==> config.mk <==
export PLATFORM = sky130hd
export DESIGN_NAME = dht11_emu
export DESIGN_NICKNAME = d
export VERILOG_FILES = /design/src/rtl/dht11_pkg.sv /design/src/rtl/dht11_us_tick.sv /design/src/rtl/dht11_emu.sv
export SDC_FILE = /design/constraint.sdc
export NUM_CORES = 1
export LEC_CHECK = 0
export CAP_MARGIN = 10
export CORE_ASPECT_RATIO = 2
export CORE_MARGIN = 2
export CORE_UTILIZATION = 60
export CTS_CLUSTER_SIZE = 25
export DETAILED_ROUTE_END_ITERATION = 6
export PLACE_DENSITY = 0.77
export SLEW_MARGIN = 20
export SYNTH_ARGS = -nofsm -noshare
export SYNTH_HDL_FRONTEND = slang
export SYNTH_SLANG_ARGS = --single-unit
==> constraint.sdc <==
create_clock -name clk -period 4.39 [get_ports clk]
set_clock_uncertainty 0.1 [all_clocks]
set_input_delay 0.878 -clock clk [delete_from_list [all_inputs] [get_ports clk]]
set_output_delay 0.878 -clock clk [all_outputs]
set_load 0.005 [all_outputs]
==> src/rtl/dht11_pkg.sv <==
// Shared state encoding, frame layout and timing constants for the DHT11 sensor emulator.
package dht11_pkg;

    typedef enum logic [2:0] {
        StIdle,
        StHostLow,
        StHostRel,
        StRespLow,
        StRespHigh,
        StBitLow,
        StBitHigh,
        StEndLow
    } dht11_state_e;

    localparam int unsigned HOST_REL_US  = 30;
    localparam int unsigned RESP_LOW_US  = 80;
    localparam int unsigned RESP_HIGH_US = 80;
    localparam int unsigned BIT_LOW_US   = 50;
    localparam int unsigned BIT0_HIGH_US = 26;
    localparam int unsigned BIT1_HIGH_US = 70;
    localparam int unsigned END_LOW_US   = 50;
    localparam int unsigned FRAME_BITS   = 40;

    function automatic logic [7:0] checksum(input logic [7:0] hum, input logic [7:0] temp);
        return hum + temp;
    endfunction

    // Wire order is MSB first: humidity, 0x00, temperature, 0x00, checksum.
    function automatic logic [FRAME_BITS-1:0] frame_word(input logic [7:0] hum,
                                                         input logic [7:0] temp,
                                                         input logic [7:0] chk);
        return {hum, 8'h00, temp, 8'h00, chk};
    endfunction

endpackage

==> src/rtl/dht11_us_tick.sv <==
// Free-running prescaler producing a one-cycle strobe every microsecond of system clock.
module dht11_us_tick #(
    parameter int unsigned CLK_FREQ_HZ = 50_000_000
) (
    input  logic clk,
    input  logic rst_n,
    output logic us_tick_o
);

    localparam int unsigned DIV  = (CLK_FREQ_HZ / 1_000_000 > 0) ? CLK_FREQ_HZ / 1_000_000 : 1;
    localparam int unsigned CW   = (DIV > 1) ? $clog2(DIV) : 1;
    localparam logic [CW-1:0] LAST = CW'(DIV - 1);
    localparam logic [CW-1:0] ONE  = CW'(1);

    logic [CW-1:0] cnt_q, cnt_d;

    always_comb begin
        cnt_d = (cnt_q == LAST) ? '0 : cnt_q + ONE;
    end

    always_ff @(posedge clk or negedge rst_n) begin
        if (!rst_n) begin
            cnt_q <= '0;
        end else begin
            cnt_q <= cnt_d;
        end
    end

    assign us_tick_o = (cnt_q == LAST);

endmodule

==> src/rtl/dht11_emu.sv <==
// DHT11 sensor emulator: answers a host start pulse on the single-wire bus with a 40-bit frame.
module dht11_emu
    import dht11_pkg::*;
#(
    parameter int unsigned CLK_FREQ_HZ  = 50_000_000,
    parameter int unsigned START_MIN_US = 18000
) (
    input  logic       clk,
    input  logic       rst_n,
    input  logic       data_i,
    output logic       data_oe,
    input  logic [7:0] humidity,
    input  logic [7:0] temperature,
    output logic       busy,
    output logic       frame_done
);

    // One spare bit above the start threshold so saturation can never alias below it.
    localparam int unsigned CNT_W = (START_MIN_US >= 128) ? $clog2(START_MIN_US + 1) + 1 : 8;

    localparam logic [CNT_W-1:0] CNT_ONE       = CNT_W'(1);
    localparam logic [CNT_W-1:0] CNT_MAX       = '1;
    localparam logic [CNT_W-1:0] START_MIN     = CNT_W'(START_MIN_US);
    localparam logic [CNT_W-1:0] HOST_REL_LAST = CNT_W'(HOST_REL_US - 1);
    localparam logic [CNT_W-1:0] RESP_LO_LAST  = CNT_W'(RESP_LOW_US - 1);
    localparam logic [CNT_W-1:0] RESP_HI_LAST  = CNT_W'(RESP_HIGH_US - 1);
    localparam logic [CNT_W-1:0] BIT_LOW_LAST  = CNT_W'(BIT_LOW_US - 1);
    localparam logic [CNT_W-1:0] BIT0_LAST     = CNT_W'(BIT0_HIGH_US - 1);
    localparam logic [CNT_W-1:0] BIT1_LAST     = CNT_W'(BIT1_HIGH_US - 1);
    localparam logic [CNT_W-1:0] END_LOW_LAST  = CNT_W'(END_LOW_US - 1);
    localparam logic [5:0]       LAST_BIT      = 6'(FRAME_BITS - 1);

    dht11_state_e state_q, state_d;

    logic [1:0]            sync_q;
    logic                  prev_q;
    logic                  level;
    logic                  rise;
    logic                  fall;
    logic                  us_tick;
    logic [CNT_W-1:0]      us_cnt_q, us_cnt_d;
    logic [CNT_W-1:0]      dur_last;
    logic                  timed;
    logic                  step;
    logic [5:0]            bit_idx_q, bit_idx_d;
    logic [FRAME_BITS-1:0] shift_q, shift_d;
    logic [7:0]            hum_q, hum_d;
    logic [7:0]            temp_q, temp_d;
    logic [7:0]            chk_q, chk_d;
    logic                  oe_q, oe_d;
    logic                  busy_q, busy_d;
    logic                  done_q, done_d;

    dht11_us_tick #(
        .CLK_FREQ_HZ(CLK_FREQ_HZ)
    ) u_us_tick (
        .clk      (clk),
        .rst_n    (rst_n),
        .us_tick_o(us_tick)
    );

    assign level = sync_q[1];
    assign rise  = level & ~prev_q;
    assign fall  = ~level & prev_q;

    always_comb begin
        dur_last = '0;
        unique case (state_q)
            StHostRel:  dur_last = HOST_REL_LAST;
            StRespLow:  dur_last = RESP_LO_LAST;
            StRespHigh: dur_last = RESP_HI_LAST;
            StBitLow:   dur_last = BIT_LOW_LAST;
            StBitHigh:  dur_last = shift_q[FRAME_BITS-1] ? BIT1_LAST : BIT0_LAST;
            StEndLow:   dur_last = END_LOW_LAST;
            default:    dur_last = '0;
        endcase
    end

    assign timed = (state_q != StIdle) && (state_q != StHostLow);
    assign step  = timed && us_tick && (us_cnt_q == dur_last);

    always_comb begin
        state_d   = state_q;
        us_cnt_d  = us_cnt_q;
        bit_idx_d = bit_idx_q;
        shift_d   = shift_q;
        hum_d     = hum_q;
        temp_d    = temp_q;
        chk_d     = chk_q;

        if (timed && us_tick) begin
            us_cnt_d = step ? '0 : us_cnt_q + CNT_ONE;
        end

        unique case (state_q)
            StIdle: begin
                if (fall) begin
                    state_d  = StHostLow;
                    us_cnt_d = '0;
                end
            end
            StHostLow: begin
                if (us_tick && (us_cnt_q != CNT_MAX)) begin
                    us_cnt_d = us_cnt_q + CNT_ONE;
                end
                if (rise) begin
                    us_cnt_d = '0;
                    if (us_cnt_q >= START_MIN) begin
                        state_d = StHostRel;
                        hum_d   = humidity;
                        temp_d  = temperature;
                        chk_d   = checksum(humidity, temperature);
                    end else begin
                        state_d = StIdle;
                    end
                end
            end
            StHostRel: begin
                if (step) begin
                    state_d = StRespLow;
                    shift_d = frame_word(hum_q, temp_q, chk_q);
                end
            end
            StRespLow: begin
                if (step) state_d = StRespHigh;
            end
            StRespHigh: begin
                if (step) begin
                    state_d   = StBitLow;
                    bit_idx_d = '0;
                end
            end
            StBitLow: begin
                if (step) state_d = StBitHigh;
            end
            StBitHigh: begin
                if (step) begin
                    if (bit_idx_q == LAST_BIT) begin
                        state_d = StEndLow;
                    end else begin
                        state_d   = StBitLow;
                        bit_idx_d = bit_idx_q + 6'd1;
                        shift_d   = {shift_q[FRAME_BITS-2:0], 1'b0};
                    end
                end
            end
            StEndLow: begin
                if (step) state_d = StIdle;
            end
            default: state_d = StIdle;
        endcase
    end

    // Outputs are registered from the next state so the bus drive changes cleanly on the edge.
    always_comb begin
        oe_d   = (state_d == StRespLow) || (state_d == StBitLow) || (state_d == StEndLow);
        busy_d = (state_d != StIdle) && (state_d != StHostLow);
        done_d = (state_q == StEndLow) && (state_d == StIdle);
    end

    always_ff @(posedge clk or negedge rst_n) begin
        if (!rst_n) begin
            state_q   <= StIdle;
            sync_q    <= 2'b11;
            prev_q    <= 1'b1;
            us_cnt_q  <= '0;
            bit_idx_q <= '0;
            shift_q   <= '0;
            hum_q     <= '0;
            temp_q    <= '0;
            chk_q     <= '0;
            oe_q      <= 1'b0;
            busy_q    <= 1'b0;
            done_q    <= 1'b0;
        end else begin
            state_q   <= state_d;
            sync_q    <= {sync_q[0], data_i};
            prev_q    <= level;
            us_cnt_q  <= us_cnt_d;
            bit_idx_q <= bit_idx_d;
            shift_q   <= shift_d;
            hum_q     <= hum_d;
            temp_q    <= temp_d;
            chk_q     <= chk_d;
            oe_q      <= oe_d;
            busy_q    <= busy_d;
            done_q    <= done_d;
        end
    end

    assign data_oe    = oe_q;
    assign busy       = busy_q;
    assign frame_done = done_q;

endmodule

After elaboration in Yosys (flattened, before gate mapping)
Index checks and enable logic that the tools add are counted. W data, S select, Z words.

Word-level logic and storage cells: 89. Input bits: 19. Flip-flop bits (word level): 101.

Reductions and logical operators: 19. Equal/unequal tests: 20. Muxes and demuxes: 28. Add/sub/neg operators: 4. Magnitude comparators: 1. Bitwise gates (word level): 4.

Operator list (number): $mux W40 (3); $mux W16 (5); $pmux W40 S2 (1); $pmux W16 S2 (1); $pmux W7 S4 (1); $mux W3 (8); $mux W6 (4); $pmux W3 S8 (1); $eq A3 B3 Y1 const B (6); $add A16 B1 Y16 const B (1); $eq A16 B16 Y1 (1); $ge A16 B15 Y1 const B (1); $ne A16 B16 Y1 const B (1); $add A6 B1 Y6 const B (2); $eq A6 B6 Y1 const B (2); $pmux W6 S2 (1); $eq A3 B2 Y1 const B (3); $add A8 B8 Y8 (1); $ne A2 B2 Y1 const B (4); $reduce_and A4 Y1 (2); $mux W7 (1); $logic_and A1 B1 Y1 (6); $logic_not A3 Y1 (2); $ne A3 B1 Y1 const B (2); other kinds (9) (16).

Depth between registers and ports, before layout
Depth after elaboration: 10. Gate-level depth with buffers: 10. Gate-level depth less buffers: 10.

Hierarchy
From an unflattened synthesis, not the netlist that was laid out.

Cells, all modules: 591. Area, all modules: 5400.2 µm².

By module, submodules not included: dht11_emu (area each 5114.9 µm², cells an instance 565, instances 1, seq. area each 2381.0 µm²); dht11_us_tick (area each 285.3 µm², cells an instance 26, instances 1, seq. area each 150.1 µm²).

Least setup slack after synthesis
No wires, ideal clock.

Kind: flip-flop to flip-flop. Start: reg u_us_tick.cnt_q[1]. End: reg us_cnt_q[7]. Buffers on the path: 1. Period minus slack after synthesis: 2.513 ns. Stages on the path, launching flop included: 11. Data required time: 4.166 ns. Path slack: 1.877 ns. Arrival time: 2.289 ns. Cells stage by stage: dfrtp_1 inv_1 ha_1 nand3b_1 or3b_2 nor2_4 nand4_1 or2_1 buf_6 a31o_1 a211o_1.

Cells in the longest elaborated chain, start to end: 8. Elaborated cells on any way between the ends: 10. Those cells by class: eq/ne: 1; mux: 6; reduce/logical: 3.

Ends and longest elaborated chain: start, declared (line dht11_us_tick.sv:15) `logic [CW-1:0] cnt_q, cnt_d;`; start signal, assigned (line dht11_us_tick.sv:25) `cnt_q <= cnt_d;`; $eq A6 B6 Y1 * (line dht11_us_tick.sv:29) `assign us_tick_o = (cnt_q == LAST);`; $logic_and A1 B1 Y1 (line dht11_emu.sv:80, dht11_emu.sv:91); $logic_and A1 B1 Y1 (line dht11_emu.sv:80) `assign step = timed && us_tick && (us_cnt_q == dur_last);`; $mux W16 (line dht11_emu.sv:92) `us_cnt_d = step ? '0 : us_cnt_q + CNT_ONE;`; $mux W16 (line dht11_emu.sv:91) `if (timed && us_tick) begin`; $mux W16 (line dht11_emu.sv:103) `if (us_tick && (us_cnt_q != CNT_MAX)) begin`; $mux W16 (line dht11_emu.sv:106) `if (rise) begin`; $pmux W16 S2 * (line dht11_emu.sv:95) `unique case (state_q)`; net us_cnt_d[7] (line dht11_emu.sv:41) `logic [CNT_W-1:0] us_cnt_q, us_cnt_d;`; end signal, assigned (line dht11_emu.sv:179) `us_cnt_q <= us_cnt_d;`; end, declared (line dht11_emu.sv:41).

The timed path passes the listed nets; every way through them passes the cells marked *. A chain may end at the register's enable or synchronous reset.

Final worst setup path
Start: reg state_q[2]. End: reg shift_q[1].

Cells in the longest elaborated chain, start to end: 7. Elaborated cells on any way between the ends: 21. Those cells by class: eq/ne: 11; mux: 2; reduce/logical: 8.

Ends and longest elaborated chain: start, declared (line dht11_emu.sv:33) `dht11_state_e state_q, state_d;`; start signal, assigned (line dht11_emu.sv:163) `state_q <= StIdle;`; start signal, assigned (line dht11_emu.sv:176) `state_q <= state_d;`; $eq A3 B3 Y1 or $eq A3 B2 Y1 (tied branches) (line dht11_emu.sv:68) `unique case (state_q)`; $reduce_or A2 Y1 (no source line); $pmux W7 S4 (line dht11_emu.sv:68); $eq A16 B16 Y1 (line dht11_emu.sv:80); $logic_and A1 B1 Y1 (line dht11_emu.sv:80); $ne A2 B2 Y1 (no source line); $reduce_and A4 Y1 (no source line); end signal, assigned (line dht11_emu.sv:181) `shift_q <= shift_d;`; end, declared (line dht11_emu.sv:46) `logic [FRAME_BITS-1:0] shift_q, shift_d;`.

Several ways; a longest one is shown, not always the timed one.

==> results.json <==
{
  "seq_power_share": 0.493,
  "run_status": "finished clean",
  "synth-warning-count": 0,
  "rsz0062_at_grt": "false",
  "grt_first_pass_wirelength_um": 18900,
  "synthesis.area_per_instance_um2": 9.52,
  "grt_max_degree": 81,
  "clkPwrFrac": 0.443,
  "setup.worst_path.start_class": "flop",
  "synth_enable_flop_cells": 0,
  "cp_slowest_cell": "nor2_1",
  "max_fanout_on_critical_path": 80,
  "post-synth-top-area-cell": "dfrtp_1",
  "place.detailed.instances": 649,
  "die_area_mm2": 0.00967,
  "clock_tree_from_tritoncts": "done",
  "power.total_mw": 1.93,
  "detailed_place.area_mm2": 0.00555,
  "cellInternalPower_mw": 1.51,
  "final_cell_count_no_fill": 664,
  "critical_path_class": "flop to flop",
  "report.final.slew_viol_count": 0,
  "post_synth_inst_count": 558,
  "setup_viol": 0,
  "synthesis.nets": 590,
  "hold_class": "flop to flop",
  "drt-pass1-iter-count": 5,
  "place_ws_ps": 1190,
  "drtIter0Drc": 342,
  "min_period_over_period": 0.741,
  "floorplan.core_area_mm2": 0.00859,
  "post_synth_most_frequent_cells": "98 x dfrtp_1, 54 x nor2_1, 45 x a21oi_1",
  "reported_leakage_power_nw": 2.51,
  "die_w_um": 70.5,
  "finalHoldViolations": 0,
  "cts_max_level": 3,
  "clockBufferDepth": 2,
  "totalWireLength_um": 11400,
  "design_area_mm2": 0.00587,
  "io_buffer_count": 21,
  "critical_path_arrival_ps": 3410,
  "number_of_gates_resized_after_cts": 0,
  "cellPowerDensity_mw_per_mm2": 329,
  "tns_ps": 0,
  "track_usage": 0.249,
  "first_global_vias": 4079,
  "crit_chain": "nor2_1 > a21oi_1 > xnor2_1 > o2111ai_4 > nor3_4 > buf_4 > nor2_1 > a21oi_1",
  "number_of_vias_after_detailed_routing": 4182,
  "post_cts.repair.setup_buffers": 0,
  "maxSlewHeadroom": 0.407,
  "finish.net_count": 592,
  "path_buf_inv": 1,
  "route.detailed.wl_per_inst_um": 17.1,
  "synth_flop_cell": "dfrtp_1",
  "synth_seq_cells": 101,
  "viasPerCell": 6.30,
  "cp.required_ps": 4550,
  "cap_violations": 0,
  "clock_tree.root_cell": "clkbuf_16",
  "detail-route-antenna-nets": 0,
  "worst_setup_hold_path_clk_slew_ps": 70,
  "fillers": 679,
  "power.share.combinational": 0.064,
  "worst_setup_path_end_kind": "flop",
  "post_synth_num_cell_types": 60,
  "die_h_um": 137,
  "slowest_delay_ps": 720,
  "synth.area.top_cells": "dfrtp_1 46%, mux2i_1 4.9%, a21oi_1 4.2%",
  "drive_above_1_share": 0.0904,
  "detailedPlacementHpwl_um": 7880,
  "period_needed_ps": 3250,
  "synthDominantCellAreaShare": 0.462,
  "area_growth_pct": 10.5,
  "power.switching_mw": 0.422,
  "cts_buffers": 9,
  "drt_drc_violations_left": 0,
  "asyncSetResetFlopFracSynth": 1.00,
  "fmaxAchievable_mhz": 308,
  "worst_skew_pair.late_latency_ps": 350,
  "globalRoute.totalOverflow": 0,
  "irDropWorstVdd_v": 0.000252,
  "rows": 48,
  "effective_utilization_at_floorplan": 0.619,
  "worst-slew-pin-transition_ps": 887,
  "synth_seq_area_share": 0.476,
  "mappedNetlistArea_mm2": 0.00531,
  "antenna_cells": 0,
  "antenna_found_initial": 0,
  "setup_slack_ps": 1140,
  "crit_family": "simple AND/OR/NAND/NOR gates",
  "power.share.switching": 0.218,
  "cts_hold_buffers": 0,
  "ios": 22,
  "synth.most_common_cell": "dfrtp_1",
  "cts.sinks": 101,
  "routabilityCongestion": 0.934
}
## logic make-up (layout without fill, tap and decap cells)
logic type / Yosys count / count (layout) / share of synthesized area
xor gates and xnor gates: 19 / 19 / 0.0313
DFF: 101 / 101 / 0.476
AOI/OAI and AO/OA: 137 / 137 / 0.157
muxes: 42 / 42 / 0.0829
adders and majority gates: 13 / 13 / 0.0320
and+or+nand+nor: 182 / 182 / 0.171
buffers and inverters: 64 / 70 / 0.0495
## flip-flops by register name, indices dropped and copies added (netlist names)
signal	count
sync_q	2
frame_done	1
chk_q	8
busy	1
prev_q	1
shift_q	40
hum_q	8
u_us_tick.cnt_q	6
state_q	3
us_cnt_q	16
bit_idx_q	6
data_oe	1
temp_q	8
## metal layers
layer,global-route usage,wire length (µm)
met5,0,0
met3,0.0331,410
met1,0.263,4260
met2,0.464,6180
met4,0.147,501
## worst register-to-register path: cells and delay by family, from the launching register on
kind | cells | cell delay (ps)
and+or+nand+nor | 3 | 1100
DFF | 1 | 600
buffers and inverters | 1 | 560
AOI/OAI and AO/OA | 3 | 530
xor gates and xnor gates | 1 | 270
## cell usage in the layout, fill, tap and decap left out, types with 3 or more instances in the layout
| cell | count |
|---|---|
| nand3_1 | 35 |
| nor3_1 | 8 |
| clkdlybuf4s50_1 | 20 |
| a22oi_1 | 4 |
| nor4_1 | 8 |
| a21o_1 | 6 |
| a22o_1 | 3 |
| a21oi_1 | 45 |
| nor2b_1 | 4 |
| buf_4 | 4 |
| and3_1 | 8 |
| nand2b_1 | 5 |
| nand4_1 | 7 |
| mux2_2 | 16 |
| inv_1 | 29 |
| xnor2_1 | 9 |
| dfstp_2 | 3 |
| clkbuf_16 | 9 |
| mux2i_1 | 26 |
| dfrtp_1 | 98 |
| nor2_1 | 53 |
| a31oi_1 | 6 |
| nand3b_1 | 3 |
| o22ai_1 | 10 |
| nand2_1 | 33 |
| xor2_1 | 10 |
| o21ai_0 | 43 |
| ha_1 | 12 |
## stage by stage
step | hold WS [ps] | util
floorplan | 245 | -
global placement | 251 | 0.646
detailed placement | 248 | 0.646
CTS | 262 | 0.683
global route | 265 | 0.684
finish | 259 | 0.684
## power by group through the flow
stage	logic (mW)	registers [mW]	clock network [mW]
2_1_floorplan	0.0720	0.962	0
3_3_place_gp	0.119	0.969	0
3_5_place_dp	0.123	0.969	0
4_1_cts	0.124	0.952	0.868
5_1_grt	0.138	0.953	0.888
6_report	0.123	0.952	0.855
## final timing paths
check | to | slack [ps] | cells past startpoint | startpoint
hold reg to reg | sync_q[1] | 260 | 0 | sync_q[0]
setup / recovery | shift_q[1] | 1140 | 8 | state_q[2]
min in group asynchronous | state_q[0] | 460 | 1 | rst_n
setup reg to reg | shift_q[1] | 1140 | 8 | state_q[2]
hold / removal | sync_q[1] | 260 | 0 | sync_q[0]
max in group asynchronous | chk_q[6] | 2920 | 2 | rst_n
## layout make-up
class | count | area, µm² | share of cell area
Clock buffer | 10 | 239 | 0.0407
Clock inverter | 5 | 83.8 | 0.0143
Multi-Input combinational cell | 393 | 2540 | 0.432
Tap cell | 100 | 125 | 0.0213
Inverter | 30 | 113 | 0.0192
Sequential cell | 101 | 2530 | 0.431
Timing Repair Buffer | 25 | 241 | 0.0411
No activity file was read; power rests on OpenSTA's default activity.
==> patch 1 (same flow settings) <==
Encoding of `dht11_state_e`: now Gray code (3 bits for 8 states).
--- a/src/rtl/dht11_pkg.sv
+++ b/src/rtl/dht11_pkg.sv
@@ -2,14 +2,14 @@
 package dht11_pkg;
 
     typedef enum logic [2:0] {
-        StIdle,
-        StHostLow,
-        StHostRel,
-        StRespLow,
-        StRespHigh,
-        StBitLow,
-        StBitHigh,
-        StEndLow
+        StIdle     = 3'b000,
+        StHostLow  = 3'b001,
+        StHostRel  = 3'b011,
+        StRespLow  = 3'b010,
+        StRespHigh = 3'b110,
+        StBitLow   = 3'b111,
+        StBitHigh  = 3'b101,
+        StEndLow   = 3'b100
     } dht11_state_e;
 
     localparam int unsigned HOST_REL_US  = 30;
Check against the original RTL: no difference found for any inputs over 10 cycles, from zero or initial values and one cycle with rst_n low; not proved beyond that.
==> patch 1 against the original RTL <==
Sequential cell count unchanged. Routed wire length increased by 7.0%. Worst setup slack worse by 180 ps. Total power shrank 3.2%. Critical path depth is 1 lower. Design area is 1.0% lower. Area after synthesis down 0.45%. Largest cell class unchanged. Largest power group unchanged. Highest routed layer unchanged.
==> patch 1: results (changes against the original RTL) <==
outcome complete, no violations (unchanged); Slowest-stage cell, CP dfrtp_1 (was nor2_1); Antenna diodes 0 (unchanged); # fillers 687 (was 679); pin count of the biggest net entering global routing 83 (was 81); Crit path largest cell delay 860 ps (was 720 ps); Least-Margin Pin Slew 998 ps (was 887 ps); RR Endpoint data_oe (was shift_q[1]); Initial DRC Count 327 (was 342); Synth cell types 65 (was 60); detailed placement HPWL 8.72 mm (was 7.88 mm); cell family contributing the most delay on the critical path compound AO/OA/AOI/OAI gates (was simple AND/OR/NAND/NOR gates); hold endpoint sync_q[1] (unchanged); Root Buffer clkbuf_16 (unchanged); via count 4156 (was 4182); GRT Util Overall 0.265 (was 0.249); Reg-to-Reg Start state_q[0] (was state_q[2]); Leakage 2.43 nW (was 2.51 nW); top fanout value on the critical path 27 (was 80); origin of the worst min-delay path sync_q[0] (unchanged); kind of critical path flip-flop to flip-flop (unchanged); port bufs 21 (unchanged); RePlAce Congestion 0.976 (was 0.934); register area share after synthesis 0.479 (was 0.476); Internal 0.00141 W (was 0.00151 W); reg2reg path depth 7 (was 8); first-pass GRT wire length 19.8 mm (was 18.9 mm); Max IR drop VDD 0.302 mV (was 0.252 mV); H-tree Lvls 3 (unchanged); Max Root-Sink Buffers 2 (unchanged); worst hold stages 0 (unchanged); dominant cells by area after synthesis dfrtp_1 46%, o21ai_0 6.7%, nand2_1 6.5% (was dfrtp_1 46%, mux2i_1 4.9%, a21oi_1 4.2%); Commonest cells post-synth 98 x dfrtp_1, 91 x nand2_1, 71 x o21ai_0, 26 x nor2_1 (was 98 x dfrtp_1, 54 x nor2_1, 45 x a21oi_1, 43 x o21ai_0, 35 x nand3_1); wirelength, routed 12.1 mm (was 11.4 mm); R2R Setup Slk 960 ps (was 1140 ps); CP arrival 3560 ps (was 3410 ps); share of layout cells above drive strength 1 0.0938 (was 0.0904); Largest register FFs 40 (unchanged); Setup Fix Bufs, Post-CTS 0 (unchanged)
[patch 1: power groups by stage]
stage	logic (W)	clock network (W)	registers, W
floorplan	0.0000869	0	0.000963
global placement	0.000132	0	0.000975
detailed placement	0.000135	0	0.000977
CTS	0.000136	0.000789	0.000959
global route	0.000150	0.000819	0.000961
finish	0.000136	0.000774	0.000960
[patch 1: through the flow]
stage          hold WS [ps]  setup WS [ps]  std cells  power [W]  area (sq um)
6_report                257            963        665    0.00187          5810
5_1_grt                 261            751        665    0.00193          5810
4_1_cts                 257           1010        665    0.00188          5810
3_5_place_dp            247           1060        649    0.00111          5510
3_3_place_gp            246           1160        649    0.00111          5510
2_1_floorplan           245           1590        555    0.00105          5290
[patch 1: logic make-up after synthesis]
logic type / Yosys count / synth area share
AOI/OAI and AO/OA: 154 / 0.178
xor gates and xnor gates: 16 / 0.0265
adders and majority gates: 13 / 0.0322
buffers and inverters: 48 / 0.0390
DFF: 101 / 0.479
muxes: 42 / 0.0852
and+or+nand+nor: 181 / 0.161
[patch 1: layout make-up]
class                      instances  area (sq um)  share of cell area
multi-input combinational        406          2550               0.439
sequential                       101          2530               0.436
timing repair buffer              26           249              0.0429
clock buffer                      10           239              0.0411
tap                              100           125              0.0215
inverter                          16          60.1              0.0103
clock inverter                     6          53.8             0.00926
[patch 1: metal layers]
layer  track usage  vias up  wire length (um)
li1              -     1988                 -
met1         0.270     2004              4390
met2         0.484      115              6680
met3        0.0339       49               314
met4         0.192        0               772
met5             0        -                 0
==> patch 2 (config.mk and constraints unchanged) <==
Without the edit above. `CLK_FREQ_HZ` is set to 50_000_000 in 2 places; all go to 25_000_000.
--- a/src/rtl/dht11_us_tick.sv
+++ b/src/rtl/dht11_us_tick.sv
@@ -1,6 +1,6 @@
 // Free-running prescaler producing a one-cycle strobe every microsecond of system clock.
 module dht11_us_tick #(
-    parameter int unsigned CLK_FREQ_HZ = 50_000_000
+    parameter int unsigned CLK_FREQ_HZ = 25_000_000
 ) (
     input  logic clk,
     input  logic rst_n,
--- a/src/rtl/dht11_emu.sv
+++ b/src/rtl/dht11_emu.sv
@@ -2,7 +2,7 @@
 module dht11_emu
     import dht11_pkg::*;
 #(
-    parameter int unsigned CLK_FREQ_HZ  = 50_000_000,
+    parameter int unsigned CLK_FREQ_HZ  = 25_000_000,
     parameter int unsigned START_MIN_US = 18000
 ) (
     input  logic       clk,
Formal check against the unedited RTL: same outputs for any inputs over 10 cycles, from zero or initial values and one cycle with rst_n low; that may be too few to reach the edited logic, so the function may still have changed.
==> patch 2 against the original RTL <==
Combinational power is 3% lower. Sequential cell count is 1 lower. Sequential power is 1% lower. Routed wire length is 3.6% higher. Design area is 0.38% lower. Worst setup slack worse by 110 ps. Total power is 0.12% lower. Area after synthesis is 0.54% higher.
==> patch 2: results (changes against the original RTL) <==
met2 WL 6.67 mm (was 6.18 mm); detailed placement HPWL 8.50 mm (was 7.88 mm); Max IR drop VDD 0.260 mV (was 0.252 mV); max layer used met4 (unchanged); GRT Util Overall 0.262 (was 0.249); syn_nets 578 (was 590); vias in the first global route 4222 (was 4079); share of layout cells above drive strength 1 0.137 (was 0.0904); via count 4075 (was 4182); Ys Warns 0 (unchanged); async set-or-reset flop fraction in the synthesized netlist 1.00 (unchanged); Setup Fix Bufs, Post-CTS 0 (unchanged); slew margin rel. 0.344 (was 0.407); first-pass GRT wire length 20.0 mm (was 18.9 mm); dominant cells by area after synthesis dfrtp_1 45%, nand2_1 6.3%, mux2i_1 5.1% (was dfrtp_1 46%, mux2i_1 4.9%, a21oi_1 4.2%); pin count of the biggest net entering global routing 68 (was 81); metal1 wirelength 4.34 mm (was 4.26 mm); Leakage 2.57 nW (was 2.51 nW); Post-Syn Instances 546 (was 558); Initial DRC Count 221 (was 342); non-filler cells, final 654 (was 664); met3 routed WL 273 um (was 410 um); crit path time final 3360 ps (was 3250 ps); Resized cells post-CTS 0 (unchanged); worst-skew pair later-pin latency 340 ps; RePlAce Congestion 0.960 (was 0.934); H-tree Lvls 3 (unchanged); Synth cell types 63 (was 60); DR pass1 iterations 4 (was 5); top fanout value on the critical path 63 (was 80); outcome complete, no violations (unchanged); CTS Buf Count 9 (unchanged); Placed Instances 638 (was 649); Commonest cells post-synth 97 x dfrtp_1, 90 x nand2_1, 37 x nand3_1, 30 x o21ai_0, 27 x mux2i_1 (was 98 x dfrtp_1, 54 x nor2_1, 45 x a21oi_1, 43 x o21ai_0, 35 x nand3_1); register area share after synthesis 0.469 (was 0.476); Antenna diodes 0 (unchanged); WL/cell 18.0 um (was 17.1 um); Max Root-Sink Buffers 2 (unchanged); CP arrival 3460 ps (was 3410 ps)
-- patch 2: cell families after synthesis --
| group | count (synthesis) | share of synthesized area |
|---|---|---|
| mux | 43 | 0.0843 |
| xor+xnor | 15 | 0.0246 |
| flops | 100 | 0.469 |
| fa+ha+maj | 13 | 0.0319 |
| simple gates | 208 | 0.193 |
| buf+inv | 46 | 0.0447 |
| compound gates | 121 | 0.153 |
-- patch 2: per-stage QoR --
| stage | hold slack (ps) | util | instance area, sq um | setup slack [ps] | total power (W) |
|---|---|---|---|---|---|
| finish | 259 | 0.676 | 5850 | 1030 | 0.00193 |
| global route | 265 | 0.676 | 5850 | 916 | 0.00199 |
| CTS | 261 | 0.676 | 5850 | 1090 | 0.00194 |
| detailed placement | 250 | 0.639 | 5520 | 1110 | 0.00108 |
| global placement | 248 | 0.638 | 5520 | 1280 | 0.00108 |
| floorplan | 245 | - | 5340 | 1890 | 0.00102 |
-- patch 2: layout make-up --
| cell class | count | area (sq um) |
|---|---|---|
| Fill cell | 719 | 2800 |
| Multi-Input combinational cell | 400 | 2600 |
| Sequential cell | 100 | 2510 |
| Timing Repair Buffer | 26 | 245 |
| Clock buffer | 11 | 243 |
| Tap cell | 100 | 125 |
| Clock inverter | 5 | 82.6 |
| Inverter | 12 | 45.0 |
-- patch 2: routing by layer --
metal,track usage,vias to the layer above
met3,0.0402,34
li1,-,1948
met4,0.129,0
met1,0.285,2006
met5,0,-
met2,0.485,87
-- patch 2: critical path: stages, from the launching register on --
cell and delay (ps):
dfrtp_1 580, nor2_1 690, nor3_1 170, o32ai_2 310, o21ai_2 190, or4_4 880
nand2_1 220, o21ai_2 70
-- patch 2: worst paths after layout --
kind,from,depth (start not counted),end,slack [ps]
setup / recovery,state_q[2],7,shift_q[35],1030
hold / removal,sync_q[0],0,sync_q[1],260
setup reg to reg,state_q[2],7,shift_q[35],1030
hold reg to reg,sync_q[0],0,sync_q[1],260
max in group asynchronous,rst_n,2,shift_q[7],2860
min in group asynchronous,rst_n,1,us_cnt_q[8],520
-- patch 2: where the power goes --
group          total, W  switching, W  internal, W  leakage [nW]
combinational  0.000119     0.0000716    0.0000479          1.11
clock          0.000868      0.000349     0.000519         0.161
sequential     0.000941    0.00000892     0.000932          1.29
total           0.00193      0.000430      0.00150          2.57
